### src/rtl/arm_shift_pipe_if.sv
// rtl/arm_shift_pipe_if.sv - operand/result handshake bus for arm_shift_pipe
// ARM_SHIFT_ROTIMM_EN adds in_rotimm (rotated 8-bit immediate select).
interface arm_shift_pipe_if #(
  parameter int DATA_W = 32,
  parameter int TAG_W  = 4
);
  logic              flush;
  logic              in_valid;
  logic              in_ready;
  logic [DATA_W-1:0] in_oper;
  logic [1:0]        in_type;
  logic              in_imm;
  logic [7:0]        in_amt;
  logic              in_cflag;
  logic [TAG_W-1:0]  in_tag;
`ifdef ARM_SHIFT_ROTIMM_EN
  logic              in_rotimm;
`endif
  logic              out_valid;
  logic              out_ready;
  logic [DATA_W-1:0] out_res;
  logic              out_cflag;
  logic [TAG_W-1:0]  out_tag;

`ifdef ARM_SHIFT_ROTIMM_EN
  modport slave (
    input  flush, in_valid, in_oper, in_type, in_imm, in_amt, in_cflag, in_tag, in_rotimm,
    input  out_ready,
    output in_ready, out_valid, out_res, out_cflag, out_tag
  );
  modport master (
    output flush, in_valid, in_oper, in_type, in_imm, in_amt, in_cflag, in_tag, in_rotimm,
    output out_ready,
    input  in_ready, out_valid, out_res, out_cflag, out_tag
  );
`else
  modport slave (
    input  flush, in_valid, in_oper, in_type, in_imm, in_amt, in_cflag, in_tag,
    input  out_ready,
    output in_ready, out_valid, out_res, out_cflag, out_tag
  );
  modport master (
    output flush, in_valid, in_oper, in_type, in_imm, in_amt, in_cflag, in_tag,
    output out_ready,
    input  in_ready, out_valid, out_res, out_cflag, out_tag
  );
`endif
endinterface

### src/rtl/arm_shift_pipe.sv
// rtl/arm_shift_pipe.sv - pipelined ARM operand shifter (LSL/LSR/ASR/ROR/RRX) with carry-out
// Define ARM_SHIFT_ROTIMM_EN to add the rotated 8-bit immediate mode selected by in_rotimm.
module arm_shift_pipe #(
  parameter int DATA_W = 32,
  parameter int STAGES = 2,
  parameter int TAG_W  = 4
) (
  input  logic             clk,
  input  logic             rst_b,
  arm_shift_pipe_if.slave  bus
);
  localparam int             LW = $clog2(DATA_W);
  localparam logic [7:0]     W8 = 8'(DATA_W);
  localparam logic [LW:0]    WL = (LW+1)'(DATA_W);

  typedef enum logic [1:0] {
    SH_LSL = 2'b00,
    SH_LSR = 2'b01,
    SH_ASR = 2'b10,
    SH_ROR = 2'b11
  } sh_type_e;

  sh_type_e            w_type;
  logic [7:0]          w_amt;
  logic [7:0]          w_asr_amt;
  logic                w_rrx;
  logic [LW-1:0]       w_ror_sh;
  logic [DATA_W:0]     w_lsl;
  logic [DATA_W:0]     w_lsr;
  logic [DATA_W:0]     w_asr;
  logic [DATA_W-1:0]   w_ror;
  logic [DATA_W-1:0]   w_res;
  logic                w_c;
  logic                w_adv;
  logic                w_take;

  logic [STAGES-1:0]   r_vld;
  logic [DATA_W-1:0]   r_res [STAGES];
  logic                r_c   [STAGES];
  logic [TAG_W-1:0]    r_tag [STAGES];

  assign w_type = sh_type_e'(bus.in_type);

  // Immediate zero re-encodes: LSR/ASR #0 mean #W, ROR #0 means RRX.
  always_comb begin
    w_rrx = 1'b0;
    w_amt = bus.in_amt;
    if (bus.in_imm) begin
      w_amt           = '0;
      w_amt[LW-1:0]   = bus.in_amt[LW-1:0];
      if (w_amt == 8'd0) begin
        if (w_type == SH_LSR || w_type == SH_ASR) begin
          w_amt = W8;
        end else if (w_type == SH_ROR) begin
          w_rrx = 1'b1;
        end
      end
    end
  end

  // One extra bit beside the operand captures the last bit shifted out as carry.
  assign w_lsl     = {1'b0, bus.in_oper} << w_amt;
  assign w_lsr     = {bus.in_oper, 1'b0} >> w_amt;
  assign w_asr_amt = (w_amt > W8) ? W8 : w_amt;
  assign w_asr     = $unsigned($signed({bus.in_oper, 1'b0}) >>> w_asr_amt);
  assign w_ror_sh  = w_amt[LW-1:0];
  assign w_ror     = (bus.in_oper >> w_ror_sh) | (bus.in_oper << (WL - {1'b0, w_ror_sh}));

`ifdef ARM_SHIFT_ROTIMM_EN
  logic [DATA_W-1:0] w_imm8;
  logic [LW-1:0]     w_ri_sh;
  logic [DATA_W-1:0] w_ri_rot;

  always_comb begin
    w_imm8      = '0;
    w_imm8[7:0] = bus.in_oper[7:0];
  end

  assign w_ri_sh  = LW'({bus.in_amt[3:0], 1'b0});
  assign w_ri_rot = (w_imm8 >> w_ri_sh) | (w_imm8 << (WL - {1'b0, w_ri_sh}));
`endif

  always_comb begin
    w_res = bus.in_oper;
    w_c   = bus.in_cflag;
`ifdef ARM_SHIFT_ROTIMM_EN
    if (bus.in_rotimm) begin
      w_res = w_ri_rot;
      w_c   = (bus.in_amt[3:0] == 4'd0) ? bus.in_cflag : w_ri_rot[DATA_W-1];
    end else
`endif
    if (w_rrx) begin
      w_res = {bus.in_cflag, bus.in_oper[DATA_W-1:1]};
      w_c   = bus.in_oper[0];
    end else if (w_amt != 8'd0) begin
      unique case (w_type)
        SH_LSL: begin
          w_res = w_lsl[DATA_W-1:0];
          w_c   = w_lsl[DATA_W];
        end
        SH_LSR: begin
          w_res = w_lsr[DATA_W:1];
          w_c   = w_lsr[0];
        end
        SH_ASR: begin
          w_res = w_asr[DATA_W:1];
          w_c   = w_asr[0];
        end
        SH_ROR: begin
          w_res = w_ror;
          w_c   = w_ror[DATA_W-1];
        end
      endcase
    end
  end

  assign w_adv        = !r_vld[STAGES-1] | bus.out_ready;
  assign w_take       = bus.in_valid & w_adv & !bus.flush;
  assign bus.in_ready = w_adv;

  // Data registers load only with a valid entry so bubbles leave outputs holding.
  always_ff @(posedge clk or negedge rst_b) begin
    if (!rst_b) begin
      r_vld <= '0;
      for (int i = 0; i < STAGES; i++) begin
        r_res[i] <= '0;
        r_c[i]   <= 1'b0;
        r_tag[i] <= '0;
      end
    end else if (bus.flush) begin
      r_vld <= '0;
    end else if (w_adv) begin
      r_vld[0] <= bus.in_valid;
      if (w_take) begin
        r_res[0] <= w_res;
        r_c[0]   <= w_c;
        r_tag[0] <= bus.in_tag;
      end
      for (int i = 1; i < STAGES; i++) begin
        r_vld[i] <= r_vld[i-1];
        if (r_vld[i-1]) begin
          r_res[i] <= r_res[i-1];
          r_c[i]   <= r_c[i-1];
          r_tag[i] <= r_tag[i-1];
        end
      end
    end
  end

  assign bus.out_valid = r_vld[STAGES-1];
  assign bus.out_res   = r_res[STAGES-1];
  assign bus.out_cflag = r_c[STAGES-1];
  assign bus.out_tag   = r_tag[STAGES-1];
endmodule
### src/flat_wrapper.sv
// flat-port wrapper written by rule: the top's interface ports become plain ports
module arm_shift_pipe_flat 
#(
  parameter int DATA_W = 32,
  parameter int STAGES = 2,
  parameter int TAG_W  = 4
)
  (clk, rst_b, bus_flush, bus_in_valid, bus_in_oper, bus_in_type, bus_in_imm, bus_in_amt, bus_in_cflag, bus_in_tag, bus_out_ready, bus_in_ready, bus_out_valid, bus_out_res, bus_out_cflag, bus_out_tag);
  arm_shift_pipe_if #(.DATA_W(DATA_W), .TAG_W(TAG_W)) bus_i ();
  input  logic clk;
  input  logic rst_b;
  input wire logic [$bits(bus_i.flush)-1:0] bus_flush;
  input wire logic [$bits(bus_i.in_valid)-1:0] bus_in_valid;
  input wire logic [$bits(bus_i.in_oper)-1:0] bus_in_oper;
  input wire logic [$bits(bus_i.in_type)-1:0] bus_in_type;
  input wire logic [$bits(bus_i.in_imm)-1:0] bus_in_imm;
  input wire logic [$bits(bus_i.in_amt)-1:0] bus_in_amt;
  input wire logic [$bits(bus_i.in_cflag)-1:0] bus_in_cflag;
  input wire logic [$bits(bus_i.in_tag)-1:0] bus_in_tag;
  input wire logic [$bits(bus_i.out_ready)-1:0] bus_out_ready;
  output wire logic [$bits(bus_i.in_ready)-1:0] bus_in_ready;
  output wire logic [$bits(bus_i.out_valid)-1:0] bus_out_valid;
  output wire logic [$bits(bus_i.out_res)-1:0] bus_out_res;
  output wire logic [$bits(bus_i.out_cflag)-1:0] bus_out_cflag;
  output wire logic [$bits(bus_i.out_tag)-1:0] bus_out_tag;
  assign bus_i.flush = bus_flush;
  assign bus_i.in_valid = bus_in_valid;
  assign bus_i.in_oper = bus_in_oper;
  assign bus_i.in_type = bus_in_type;
  assign bus_i.in_imm = bus_in_imm;
  assign bus_i.in_amt = bus_in_amt;
  assign bus_i.in_cflag = bus_in_cflag;
  assign bus_i.in_tag = bus_in_tag;
  assign bus_i.out_ready = bus_out_ready;
  assign bus_in_ready = bus_i.in_ready;
  assign bus_out_valid = bus_i.out_valid;
  assign bus_out_res = bus_i.out_res;
  assign bus_out_cflag = bus_i.out_cflag;
  assign bus_out_tag = bus_i.out_tag;
  arm_shift_pipe #(.DATA_W(DATA_W), .STAGES(STAGES), .TAG_W(TAG_W)) u_core (.clk(clk), .rst_b(rst_b), .bus(bus_i));
endmodule
### config.mk
export PLATFORM = sky130hd
export DESIGN_NAME = arm_shift_pipe_flat
export DESIGN_NICKNAME = d
export VERILOG_FILES = /design/src/rtl/arm_shift_pipe_if.sv /design/src/rtl/arm_shift_pipe.sv /design/src/flat_wrapper.sv
export SDC_FILE = /design/constraint.sdc
export NUM_CORES = 1
export LEC_CHECK = 0
export CAP_MARGIN = 0
export CORE_ASPECT_RATIO = 2
export CORE_MARGIN = 2
export CORE_UTILIZATION = 55
export CTS_BUF_LIST = sky130_fd_sc_hd__clkbuf_8
export DETAILED_ROUTE_END_ITERATION = 7
export PLACE_DENSITY = 0.76
export SLEW_MARGIN = 20
export SYNTH_ARGS = -nofsm -noshare
export SYNTH_HDL_FRONTEND = slang
export SYNTH_SLANG_ARGS = --single-unit
### constraint.sdc
create_clock -name clk -period 3 [get_ports clk]
set_clock_uncertainty 0.1 [all_clocks]
set_input_delay 0.45 -clock clk [delete_from_list [all_inputs] [get_ports clk]]
set_output_delay 0.45 -clock clk [all_outputs]
set_load 0.005 [all_outputs]
==> insert_results.sql, run 1 <==
INSERT INTO impl_metrics (metric_group, metric, value, unit) VALUES
('floorplan', 'ioPinCount', '92', ''),
('logic_synthesis', 'synthCells', '1494', ''),
('global_routing', 'grt_first_pass_wirelength', '112000', 'um'),
('logic_synthesis', 'synth.largest_area_cell', 'sky130_fd_sc_hd__dfrtp_1', ''),
('placement', 'dp.final_hpwl', '51300', 'um'),
('logic_synthesis', 'synth.top_cells.by_area', 'sky130_fd_sc_hd__dfrtp_1, sky130_fd_sc_hd__mux2i_1, sky130_fd_sc_hd__mux4_2', ''),
('logic_synthesis', 'post_synth_num_cell_types', '85', ''),
('floorplan', 'die_width', '108', 'um'),
('cts', 'numCtsBuffers', '9', ''),
('placement', 'place.gp.congestion', '1.47', ''),
('logic_synthesis', 'synth_area', '11900', 'um2'),
('global_routing', 'gr-usage-all-layers', '65.6', '%'),
('logic_synthesis', 'synth_flop_cell', 'sky130_fd_sc_hd__dfrtp_1', ''),
('logic_synthesis', 'synth.yosys.warnings', '0', ''),
('cts', 'htree_levels', '3', ''),
('global_routing', 'maximum_number_of_pins_on_one_net_before_global_route_repair', '77', ''),
('cts', 'cts.path.max_buffers', '2', ''),
('logic_synthesis', 'synthArstFlopShare', '100', '%'),
('logic_synthesis', 'syn_nets', '1553', ''),
('placement', 'numPortBuffers', '91', ''),
('cts', 'clock-root-buffer', 'sky130_fd_sc_hd__clkbuf_8', ''),
('logic_synthesis', 'synth_edf_count', '0', ''),
('global_routing', 'global_route.overflow_total', '123', ''),
('floorplan', 'initial_utilization', '55.5', '%'),
('run_status', 'first-error', '[ERROR GRT-0116] Global routing finished with congestion. Check the congestion regions in the DRC Viewer.', ''),
('logic_synthesis', 'synth_sequential_area_ratio', '16.0', '%'),
('logic_synthesis', 'synth.avg_cell_area', '7.95', 'um2'),
('run_status', 'run_status', 'aborted with a tool error', ''),
('placement', 'placement.setup.worst_slack', '-0.579', 'ns'),
('logic_synthesis', 'synth_top_cell_area_share', '16.0', '%'),
('global_routing', 'first_global_vias', '17500', ''),
('floorplan', 'total_number_of_placement_rows', '76', ''),
('logic_synthesis', 'synth.ff_latch_count', '76', ''),
('floorplan', 'die_h', '212', 'um'),
('run_status', 'failing_step', 'global routing', ''),
('cts', 'clock-sinks', '76', '');
cell usage after synthesis, types with 34 or more instances:
cell type,count
sky130_fd_sc_hd__a21oi_1,90
sky130_fd_sc_hd__a22oi_1,34
sky130_fd_sc_hd__buf_4,47
sky130_fd_sc_hd__clkbuf_1,101
sky130_fd_sc_hd__dfrtp_1,76
sky130_fd_sc_hd__mux2_2,86
sky130_fd_sc_hd__mux2i_1,124
sky130_fd_sc_hd__mux4_2,52
sky130_fd_sc_hd__nand2_1,144
sky130_fd_sc_hd__nand3_1,42
sky130_fd_sc_hd__nor2_1,140
sky130_fd_sc_hd__nor3_1,39
sky130_fd_sc_hd__o21ai_0,80
per-layer routing:
layer  track usage [%]  GRT overflow
met4              67.6            52
met1              65.9             1
met3              39.5             1
met5              3.92             0
met2              88.4            69
through the flow:
stage | hold slack, ns | instances | TNS, ns | area (um2)
2_1_floorplan | 0.0544 | 1494 | -4.19 | 12000
3_3_place_gp | 0.382 | 2165 | -9.55 | 16200
3_5_place_dp | 0.396 | 2165 | -11.15 | 16200
4_1_cts | 0.163 | 2183 | -0.0207 | 16500
logic make-up after synthesis:
family / count (synthesis) / share of synthesized area [%]
AOI/OAI and AO/OA: 476 / 27.9
xor gates and xnor gates: 6 / 0.443
adders and majority gates: 6 / 0.632
buffers and inverters: 220 / 9.11
DFF: 76 / 16.0
muxes: 264 / 28.9
and+or+nand+nor: 446 / 17.0
timing repair:
| action | in CTS |
|---|---|
| setup endpoints to repair | 14 |
| hold buffers | 0 |
| gates resized for setup | 21 |
| pin swaps | 3 |
| setup buffers | 2 |
==> run 2: changes to the inputs <==
- CORE_ASPECT_RATIO: 2 -> default
- CORE_UTILIZATION: 55 -> 40
- CTS_BUF_LIST: sky130_fd_sc_hd__clkbuf_8 -> default
- PLACE_DENSITY: 0.76 -> default
- PLACE_DENSITY_LB_ADDON: default -> 0.15
==> insert_results.sql, run 2 <==
INSERT INTO impl_metrics (metric_group, metric, value, unit) VALUES
('job', 'max_capacitance_violation_total', '0', ''),
('run_status', 'failed_checks', 'setup timing', ''),
('logic_synthesis', 'synth.top_cells.by_area', 'sky130_fd_sc_hd__dfrtp_1, sky130_fd_sc_hd__mux2i_1, sky130_fd_sc_hd__mux4_2', ''),
('placement', 'numPortBuffers', '91', ''),
('critical_path', 'crit_path_max_fanout', '4', ''),
('logic_synthesis', 'synth.ff_latch_count', '76', ''),
('routing', 'vias', '15400', ''),
('global_routing', 'gr-usage-all-layers', '44.2', '%'),
('timing', 'report.final.hold_viol_count', '0', ''),
('final_layout', 'nNetsFinal', '2019', ''),
('logic_synthesis', 'synthArstFlopShare', '100', '%'),
('timing', 'tightest_slew', '0.981', 'ns'),
('logic_synthesis', 'synth_sequential_area_ratio', '16.0', '%'),
('final_layout', 'layoutNonFillerInstCount', '2356', ''),
('timing', 'fmax', '330', 'MHz'),
('timing', 'period_needed', '3.03', 'ns'),
('global_routing', 'global_route.overflow_total', '0', ''),
('routing', 'routed_wirelength_normalized_by_instance_count', '29.8', 'um'),
('floorplan', 'initial_utilization', '40.4', '%'),
('timing', 'finalSetupViolCount', '2', ''),
('timing', 'finalSetupTns', '-0.0485', 'ns'),
('critical_path', 'timing.critical_path.required', '3.14', 'ns'),
('cts', 'htree_levels', '3', ''),
('logic_synthesis', 'synthCells', '1494', ''),
('critical_path', 'slowest_stage', 'sky130_fd_sc_hd__clkdlybuf4s50_1', ''),
('timing', 'fin_worst_hold_slack', '0.169', 'ns'),
('routing', 'routed_wl', '70100', 'um'),
('cts', 'cts_tree', 'built', ''),
('routing', 'drt_pre_antenna_iters', '7', ''),
('final_layout', 'most-common-layout-cells', 'sky130_fd_sc_hd__buf_4, sky130_fd_sc_hd__nand2_1, sky130_fd_sc_hd__nor2_1, sky130_fd_sc_hd__mux2i_1, sky130_fd_sc_hd__a21oi_1', ''),
('routing', 'drcViolationCount', '0', ''),
('critical_path', 'cp.arrival', '3.17', 'ns'),
('logic_synthesis', 'synth.yosys.warnings', '0', ''),
('floorplan', 'die_h', '176', 'um'),
('logic_synthesis', 'synth_flop_cell', 'sky130_fd_sc_hd__dfrtp_1', ''),
('logic_synthesis', 'syn_nets', '1553', ''),
('logic_synthesis', 'post_synth_num_cell_types', '85', ''),
('global_routing', 'grt_first_pass_wirelength', '100000', 'um'),
('critical_path', 'critical_path.reg2reg.endpoint', 'u_core.r_res[42]$_DFFE_PN0P_', ''),
('placement', 'place.gp.congestion', '1.09', ''),
('final_layout', 'layout-drive-gt1-share', '43.1', '%'),
('timing', 'slew-limit-headroom', '34.6', '%'),
('routing', 'avgViaCountPerCell', '6.52', ''),
('critical_path', 'critical-path-max-stage-delay', '0.68', 'ns'),
('critical_path', 'worstPathBufferInverterCount', '4', ''),
('critical_path', 'setup.worst_path.class', 'input port to register', ''),
('power_and_ir_drop', 'power_leakage', '7.79', 'nW'),
('final_layout', 'mostFrequentLayoutCell', 'sky130_fd_sc_hd__buf_4', ''),
('critical_path', 'startpoint_type', 'input port', ''),
('global_routing', 'number_of_antenna_violations_at_the_first_check_in_global_routing', '1', ''),
('cts', 'clock-root-buffer', 'sky130_fd_sc_hd__clkbuf_16', ''),
('logic_synthesis', 'synth.largest_area_cell', 'sky130_fd_sc_hd__dfrtp_1', ''),
('cts', 'numCtsBuffers', '9', ''),
('logic_synthesis', 'synth_area', '11900', 'um2'),
('final_layout', 'area.growth.synth_to_final', '49.1', '%'),
('critical_path', 'reg2reg_from', 'u_core.r_vld[1]$_DFFE_PN0P_', ''),
('critical_path', 'cpMostUsedCell', 'sky130_fd_sc_hd__buf_4', ''),
('critical_path', 'worst_setup_path_end_kind', 'register', ''),
('cts', 'cts.path.max_buffers', '2', ''),
('logic_synthesis', 'synth.avg_cell_area', '7.95', 'um2'),
('worst_hold_path', 'worstHoldPathType', 'input port to async pin', ''),
('global_routing', 'maximum_number_of_pins_on_one_net_before_global_route_repair', '77', ''),
('floorplan', 'die_area', '31100', 'um2'),
('logic_synthesis', 'synth_top_cell_area_share', '16.0', '%'),
('floorplan', 'die_width', '176', 'um'),
('placement', 'dp.final_hpwl', '57500', 'um'),
('global_routing', 'first_global_vias', '14900', ''),
('routing', 'dr.first_iter.drc_count', '1944', ''),
('timing', 'final_critical_path_setup_slack', '-0.0309', 'ns'),
('timing', 'final_min_period_over_clock_period', '101', '%'),
('floorplan', 'total_number_of_placement_rows', '63', ''),
('cts', 'clock_latency', '0.33', 'ns'),
('routing', 'postRouteAntennaNets', '0', ''),
('logic_synthesis', 'synth_edf_count', '0', ''),
('critical_path', 'critPathTopFamily', 'buffers and inverters', ''),
('timing', 'finalMaxSlewViolations', '0', ''),
('run_status', 'run_status', 'finished, violations left', ''),
('critical_path', 'r2r_cells', '9', ''),
('cts', 'clock-sinks', '76', ''),
('critical_path', 'path_cells', 'clkdlybuf4s50_1, nor2b_1, buf_4, mux2i_1, buf_4, mux2i_1, buf_4, nand3_1, o31ai_2, nand2_1, a32oi_1', ''),
('floorplan', 'ioPinCount', '92', ''),
('power_and_ir_drop', 'ir_worst_vdd', '0.000341', 'V'),
('logic_synthesis', 'yosys-top-cells-count', 'sky130_fd_sc_hd__nand2_1, sky130_fd_sc_hd__nor2_1, sky130_fd_sc_hd__mux2i_1', ''),
('placement', 'numPlacedInstances', '2325', ''),
('logic_synthesis', 'synthMostInstantiatedCell', 'sky130_fd_sc_hd__nand2_1', ''),
('power_and_ir_drop', 'total_power', '5.98', 'mW'),
('floorplan', 'floorplan_core_area', '29400', 'um2'),
('cts', 'cts.reportedPaths.clkPinSlew', '0.06', 'ns'),
('power_and_ir_drop', 'cellPowerDensity', '338', 'nW/um2'),
('critical_path', 'ff2ff_setup_slack', '0.56', 'ns');
run 2: cell counts after synthesis:
Identical to the previous run, type by type.
run 2: worst max path at each step:
stage	from	endpoint	cells past startpoint
3_3_place_gp	bus_in_amt[0]	u_core.r_res[47]$_DFFE_PN0P_	13
4_1_cts	bus_in_type[0]	u_core.r_res[47]$_DFFE_PN0P_	13
6_report	bus_in_oper[0]	u_core.r_res[54]$_DFFE_PN0P_	11
5_1_grt	bus_in_amt[0]	u_core.r_res[47]$_DFFE_PN0P_	13
2_1_floorplan	bus_in_amt[1]	u_core.r_res[58]$_DFFE_PN0P_	14
3_5_place_dp	bus_in_amt[0]	u_core.r_res[47]$_DFFE_PN0P_	13
run 2: cells by family after synthesis:
kind of cell | share of synthesized area, %
muxes | 28.9
buffers and inverters | 9.11
xor gates and xnor gates | 0.443
AOI/OAI and AO/OA | 27.9
and+or+nand+nor | 17.0
adders and majority gates | 0.632
DFF | 16.0
run 2: through the flow:
stage / area (um2) / worst slack, ns / util (%)
final: 17700 / -0.0309 / 60.2
after floorplan: 12000 / -0.380 / -
after global routing: 17700 / -0.0117 / 60.2
after detailed placement: 16700 / -0.511 / 56.9
after CTS: 17100 / -0.0626 / 58.3
after global placement: 16700 / -0.490 / 56.9
run 2: where the power goes:
group / leakage (nW) / internal [mW] / switching (mW)
clock: 0.139 / 0.644 / 0.419
combinational: 6.65 / 1.71 / 1.90
sequential: 1.00 / 1.20 / 0.113
total: 7.79 / 3.55 / 2.43
run 2: layout make-up:
type                       count  area [um2]
clock inverter                 6        63.8
tap                          390         488
inverter                      22        85.1
fill                        2648       11700
antenna                        1        2.50
timing repair buffer         653        5430
clock buffer                  10         229
multi-input combinational   1198        9510
sequential                    76        1900
run 2: layer usage:
metal | track usage [%] | routed length, um | vias up
li1 | - | - | 6635
met2 | 64.8 | 29100 | 1154
met5 | 0 | 0 | -
met4 | 26.6 | 5230 | 0
met1 | 57.3 | 27400 | 7307
met3 | 13.2 | 8340 | 271
run 2: timing repair:
| item | 4_1_cts | 5_1_grt |
|---|---|---|
| buffers inserted | 4 | 8 |
| gates resized for setup | 24 | 105 |
| gates cloned | 0 | 2 |
| endpoints found under the setup margin | 18 | 32 |
| endpoints found under the hold margin | 0 | 0 |
| pin swaps | 4 | 22 |
| hold buffers | 0 | 0 |
(Power assumes the default switching activity.)
==> RTL edit 1: new RTL, settings of run 2 <==
`DATA_W` is set to 32 in 3 places; all go to 16.
--- a/src/rtl/arm_shift_pipe_if.sv
+++ b/src/rtl/arm_shift_pipe_if.sv
@@ -1,7 +1,7 @@
 // rtl/arm_shift_pipe_if.sv - operand/result handshake bus for arm_shift_pipe
 // ARM_SHIFT_ROTIMM_EN adds in_rotimm (rotated 8-bit immediate select).
 interface arm_shift_pipe_if #(
-  parameter int DATA_W = 32,
+  parameter int DATA_W = 16,
   parameter int TAG_W  = 4
 );
   logic              flush;
--- a/src/rtl/arm_shift_pipe.sv
+++ b/src/rtl/arm_shift_pipe.sv
@@ -1,7 +1,7 @@
 // rtl/arm_shift_pipe.sv - pipelined ARM operand shifter (LSL/LSR/ASR/ROR/RRX) with carry-out
 // Define ARM_SHIFT_ROTIMM_EN to add the rotated 8-bit immediate mode selected by in_rotimm.
 module arm_shift_pipe #(
-  parameter int DATA_W = 32,
+  parameter int DATA_W = 16,
   parameter int STAGES = 2,
   parameter int TAG_W  = 4
 ) (
--- a/src/flat_wrapper.sv
+++ b/src/flat_wrapper.sv
@@ -1,7 +1,7 @@
 // flat-port wrapper written by rule: the top's interface ports become plain ports
 module arm_shift_pipe_flat 
 #(
-  parameter int DATA_W = 32,
+  parameter int DATA_W = 16,
   parameter int STAGES = 2,
   parameter int TAG_W  = 4
 )
Ports: changed (resized bus_in_oper and bus_out_res); port bits go from 92 to 60. No check against the original RTL was run, so the function may have changed too.
==> RTL edit 1 against run 2 <==
Design area shrank 45%; synthesized area shrank 45%; global-route usage down 1.9 points; sequential cell count down 32; total power decreased by 49%; combinational power shrank 52%; setup slack better by 0.049 ns; routed wire length shrank 46%; critical endpoint is now u_core.r_res[28]; largest power group unchanged; highest routed layer unchanged.
==> RTL edit 1: results (changes against run 2) <==
| Metric | Value |
|---|---|
| Cell family with most CP delay | `compound AO/OA/AOI/OAI gates` |
| Reg2reg setup slack | `0.59 ns (+0.03 ns)` |
| Unique masters post-synth | `92 (+8.2%)` |
| Slowest stage delay, CP | `0.52 ns (-0.16 ns)` |
| H-tree levels | `2 (-1)` |
| Worst slew margin | `0.6144 (+0.2682)` |
| Cell count after synthesis | `886 (-41%)` |
| Post-DR vias/cell | `6.878 (+5.5%)` |
| Lkg Pwr | `0.004121 uW (-47%)` |
| Power Combinational | `1730 uW (-52%)` |
| Total Wirelength | `38070 um (-46%)` |
| TritonCTS Buffers | `5 (-4)` |
| Seq Cell Count | `44 (-42%)` |
| Area of the multi-input gates | `5062 sq um (-47%)` |
| Clkbuf count | `7 (-3)` |
| Mapped Nets | `929 (-40%)` |
| Comb power frac | `0.566 (-0.037)` |
| Invs w/o clock | `21 (-4.5%)` |
| Buffers, non-clock | `359 (-45%)` |
| Clock-cell share of area | `0.01541 (-0.001125)` |
| Gpl congestion | `1.175 (+7.4%)` |
| NetSw | `1215 uW (-50%)` |
| Worst slack, placed | `-0.9062 ns (-0.3950 ns)` |
| Fillers | `1413 (-47%)` |
| Max VDD drop | `0.2158 mV (-37%)` |
| Reg2reg path depth | `8 (-1)` |
| Count of multi-input gates | `707 (-41%)` |
| Pin count of the biggest net entering global routing | `45 (-42%)` |
| Gr usage total | `0.4232 (-0.01903)` |
| Clock power share | `0.183 (+0.005)` |
| Sequential share of cell area | `0.1130 (+0.005604)` |
| Port Buf Inserts | `59 (-35%)` |
| Status | `finished clean` |
| Share of cells above drive strength 1 | `0.3644 (-0.06669)` |
| Top cells by area, synth | `dfrtp_1, nand2_1, mux2_2` |
| Initial DRC Count | `1523 (-22%)` |
| Sequential fraction of the synthesis area | `0.1683 (+0.008091)` |
| Vias | `9327 (-39%)` |
| Global-route wire length before repair | `56560 um (-44%)` |
| Vias in the first global route | `9088 (-39%)` |
| Crit Path Max Fanout | `12 (+8)` |
| Commonest cells in the netlist | `nand2_1, a21oi_1, nor2_1, clkbuf_1, o21ai_0` |
| Worst r2r dst | `u_core.r_res[23]` |
| Initial antenna violation count | `0 (-1)` |
| Non-clk buf share | `0.3152 (+0.008538)` |
| Multi-input gate share of total cell area | `0.5197 (-0.01724)` |
==> RTL edit 1: how the worst max path moves through the flow <==
| stage | cells after the start | from | endpoint | slack, ns |
|---|---|---|---|---|
| 2_1_floorplan | 11 | bus_in_amt[1] | u_core.r_res[28] | 0.02 |
| 3_3_place_gp | 13 | bus_in_type[0] | u_core.r_res[30] | -1.0 |
| 3_5_place_dp | 15 | bus_in_type[1] | u_core.r_res[21] | -0.91 |
| 4_1_cts | 13 | bus_in_amt[2] | u_core.r_res[21] | 0.01 |
| 5_1_grt | 11 | bus_in_amt[5] | u_core.r_res[17] | 0.01 |
| 6_report | 11 | bus_in_amt[2] | u_core.r_res[28] | 0.02 |
==> RTL edit 1: per-layer routing <==
layer	GRT usage	routed length, um
met1	0.5253	13640
met4	0.2748	3463
met3	0.1253	5206
met5	0	0
met2	0.6377	15760
==> RTL edit 1: cell families (layout without fill, tap and decap cells) <==
| kind of cell | count (synthesis) | count (layout) | share of synthesized area |
|---|---|---|---|
| multiplexers | 63 | 63 | 0.1120 |
| flip-flops | 44 | 44 | 0.1683 |
| AND/OR/NAND/NOR | 286 | 286 | 0.2122 |
| XOR/XNOR | 2 | 2 | 0.002677 |
| other | 0 | 1 | 0 |
| buffers and inverters | 135 | 388 | 0.1046 |
| AO/OA/AOI/OAI | 350 | 350 | 0.3887 |
| adder cells (fa/ha/maj) | 6 | 6 | 0.01147 |
==> RTL edit 1: timing repair <==
item / in CTS / in global routing
pin swaps: 16 / 3
setup buffers: 18 / 6
setup endpoints to repair: 17 / 16
gates resized for setup: 44 / 18
cloned: 1 / 0
==> RTL edit 2: new RTL, flow settings as in run 2 <==
Made on the original files. Put a register stage on the output `bus.out_cflag`. The value now appears one clock later.
--- a/src/rtl/arm_shift_pipe.sv
+++ b/src/rtl/arm_shift_pipe.sv
@@ -149,6 +149,8 @@
 
   assign bus.out_valid = r_vld[STAGES-1];
   assign bus.out_res   = r_res[STAGES-1];
-  assign bus.out_cflag = r_c[STAGES-1];
+  always_ff @(posedge clk) begin
+    bus.out_cflag <= r_c[STAGES-1];
+  end
   assign bus.out_tag   = r_tag[STAGES-1];
 endmodule
Check against the original RTL: not equivalent (a bounded check fails within 4 cycles, from zero or initial values and one cycle with rst_b low).
==> RTL edit 2 against run 2 <==
Global-route usage fell by 0.38 points; total power rose by 1.1%; the run still ends with setup timing left; routed wire length fell by 0.73%; sequential share of layout area rose by 0.13 points; synthesized area rose by 0.17%; sequential cell count rose by 1; setup slack got worse by 0.027 ns; highest routed layer unchanged; design area fell by 0.14%; count of clock-buffer cells in the layout rose by 1; die area rose by 0.16%.
==> RTL edit 2: results (changes against run 2) <==
| Metric | Value |
|---|---|
| Routed wl met2 | `29940 um (+2.7%)` |
| Total Nets Final | `2018 (-0.050%)` |
| Status | `finished, violations left` |
| WL/cell | `29.57 um (-0.65%)` |
| Worst setup path end | `u_core.r_res[61]` |
| P_clk | `1150 uW (+8%)` |
| Post-synthesis mux area share | `0.2883 (-0.0004861)` |
| Post-Synth XOR/XNOR Area | `0.004418 (-0.000007449)` |
| Power Combinational | `3570 uW (-1%)` |
| Vias in the first global route | `14820 (-0.71%)` |
| Critical path startpoint | `bus_in_oper[5]` |
| M1 GR Usage | `0.5705 (-0.002458)` |
| Gpl congestion | `1.135 (+3.7%)` |
| Global-route wire length before repair | `99750 um (-0.50%)` |
| Cell count after synthesis | `1495 (+0.067%)` |
| Met3 Use GR | `0.09388 (-0.03790)` |
| Met3 wire len | `7961 um (-4.5%)` |
| NetSw | `2427 uW (about the same)` |
| Slowest stage delay, CP | `0.72 ns (+0.04 ns)` |
| Gr usage total | `0.4385 (-0.003773)` |
| Compound-Gate Fraction of Synth Area | `0.2781 (-0.0004689)` |
| Crit Path Max Fanout | `10 (+6)` |
| Top cells by area, synth | `dfrtp_1, mux2i_1, mux4_2` |
| Metal-1 WL | `26900 um (-1.9%)` |
| Inst Count DP | `2322 (-0.13%)` |
| Worst slew pin tran | `0.9559 ns (-0.02482 ns)` |
| Fin Hold WS | `0.1599 ns (-0.009458 ns)` |
| Cell family with most CP delay | `compound AO/OA/AOI/OAI gates` |
| DR pass1 iterations | `6 (-1)` |
| FFs w/ async S/R, synth | `0.9870 (-0.01299)` |
| Initial DRC Count | `1868 (-3.9%)` |
| Violated checks | `setup timing` |
| Final setup violating endpoints | `1 (-1)` |
| Unique masters post-synth | `86 (+1.2%)` |
| Slowest CP cell | `o32ai_1` |
| CP Data Arrival Time | `3.21 ns (+0.04 ns)` |
| Fillers | `2691 (+1.6%)` |
| Vias | `15560 (+1.3%)` |
| DPL Wire Length | `56880 um (-1.0%)` |
| Worst r2r dst | `u_core.r_res[34]` |
| Met2 Use GR | `0.6799 (+0.03219)` |
| Final WS setup | `-0.05801 ns (-0.02712 ns)` |
| Diode count | `0 (-1)` |
[RTL edit 2: cell count changes in the layout (fill, tap and decap cells not counted), moves of 4 or more]
cell,delta
buf_6,-4
mux2i_1,+4
o21ai_1,-7
a2111oi_4,+4
o21ai_0,+7
mux2i_2,-4
a31oi_1,+4
[RTL edit 2: what timing repair did]
action / in CTS / in global routing
hold endpoints to repair: 0 / 0
endpoints found under the setup margin: 20 / 31
gates resized for setup: 27 / 73
pin swaps: 3 / 27
hold buffers: 0 / 0
buffers inserted: 2 / 13
gates cloned: 0 / 1
[RTL edit 2: cell type report]
class | count | area (sq um) | area share
Clock inverter | 5 | 65.06 | 0.003680
Multi-Input combinational cell | 1198 | 9453 | 0.5347
Inverter | 22 | 85.08 | 0.004812
Clock buffer | 11 | 252.7 | 0.01430
Sequential cell | 77 | 1922 | 0.1087
Timing Repair Buffer | 651 | 5414 | 0.3062
Tap cell | 390 | 488.0 | 0.02760
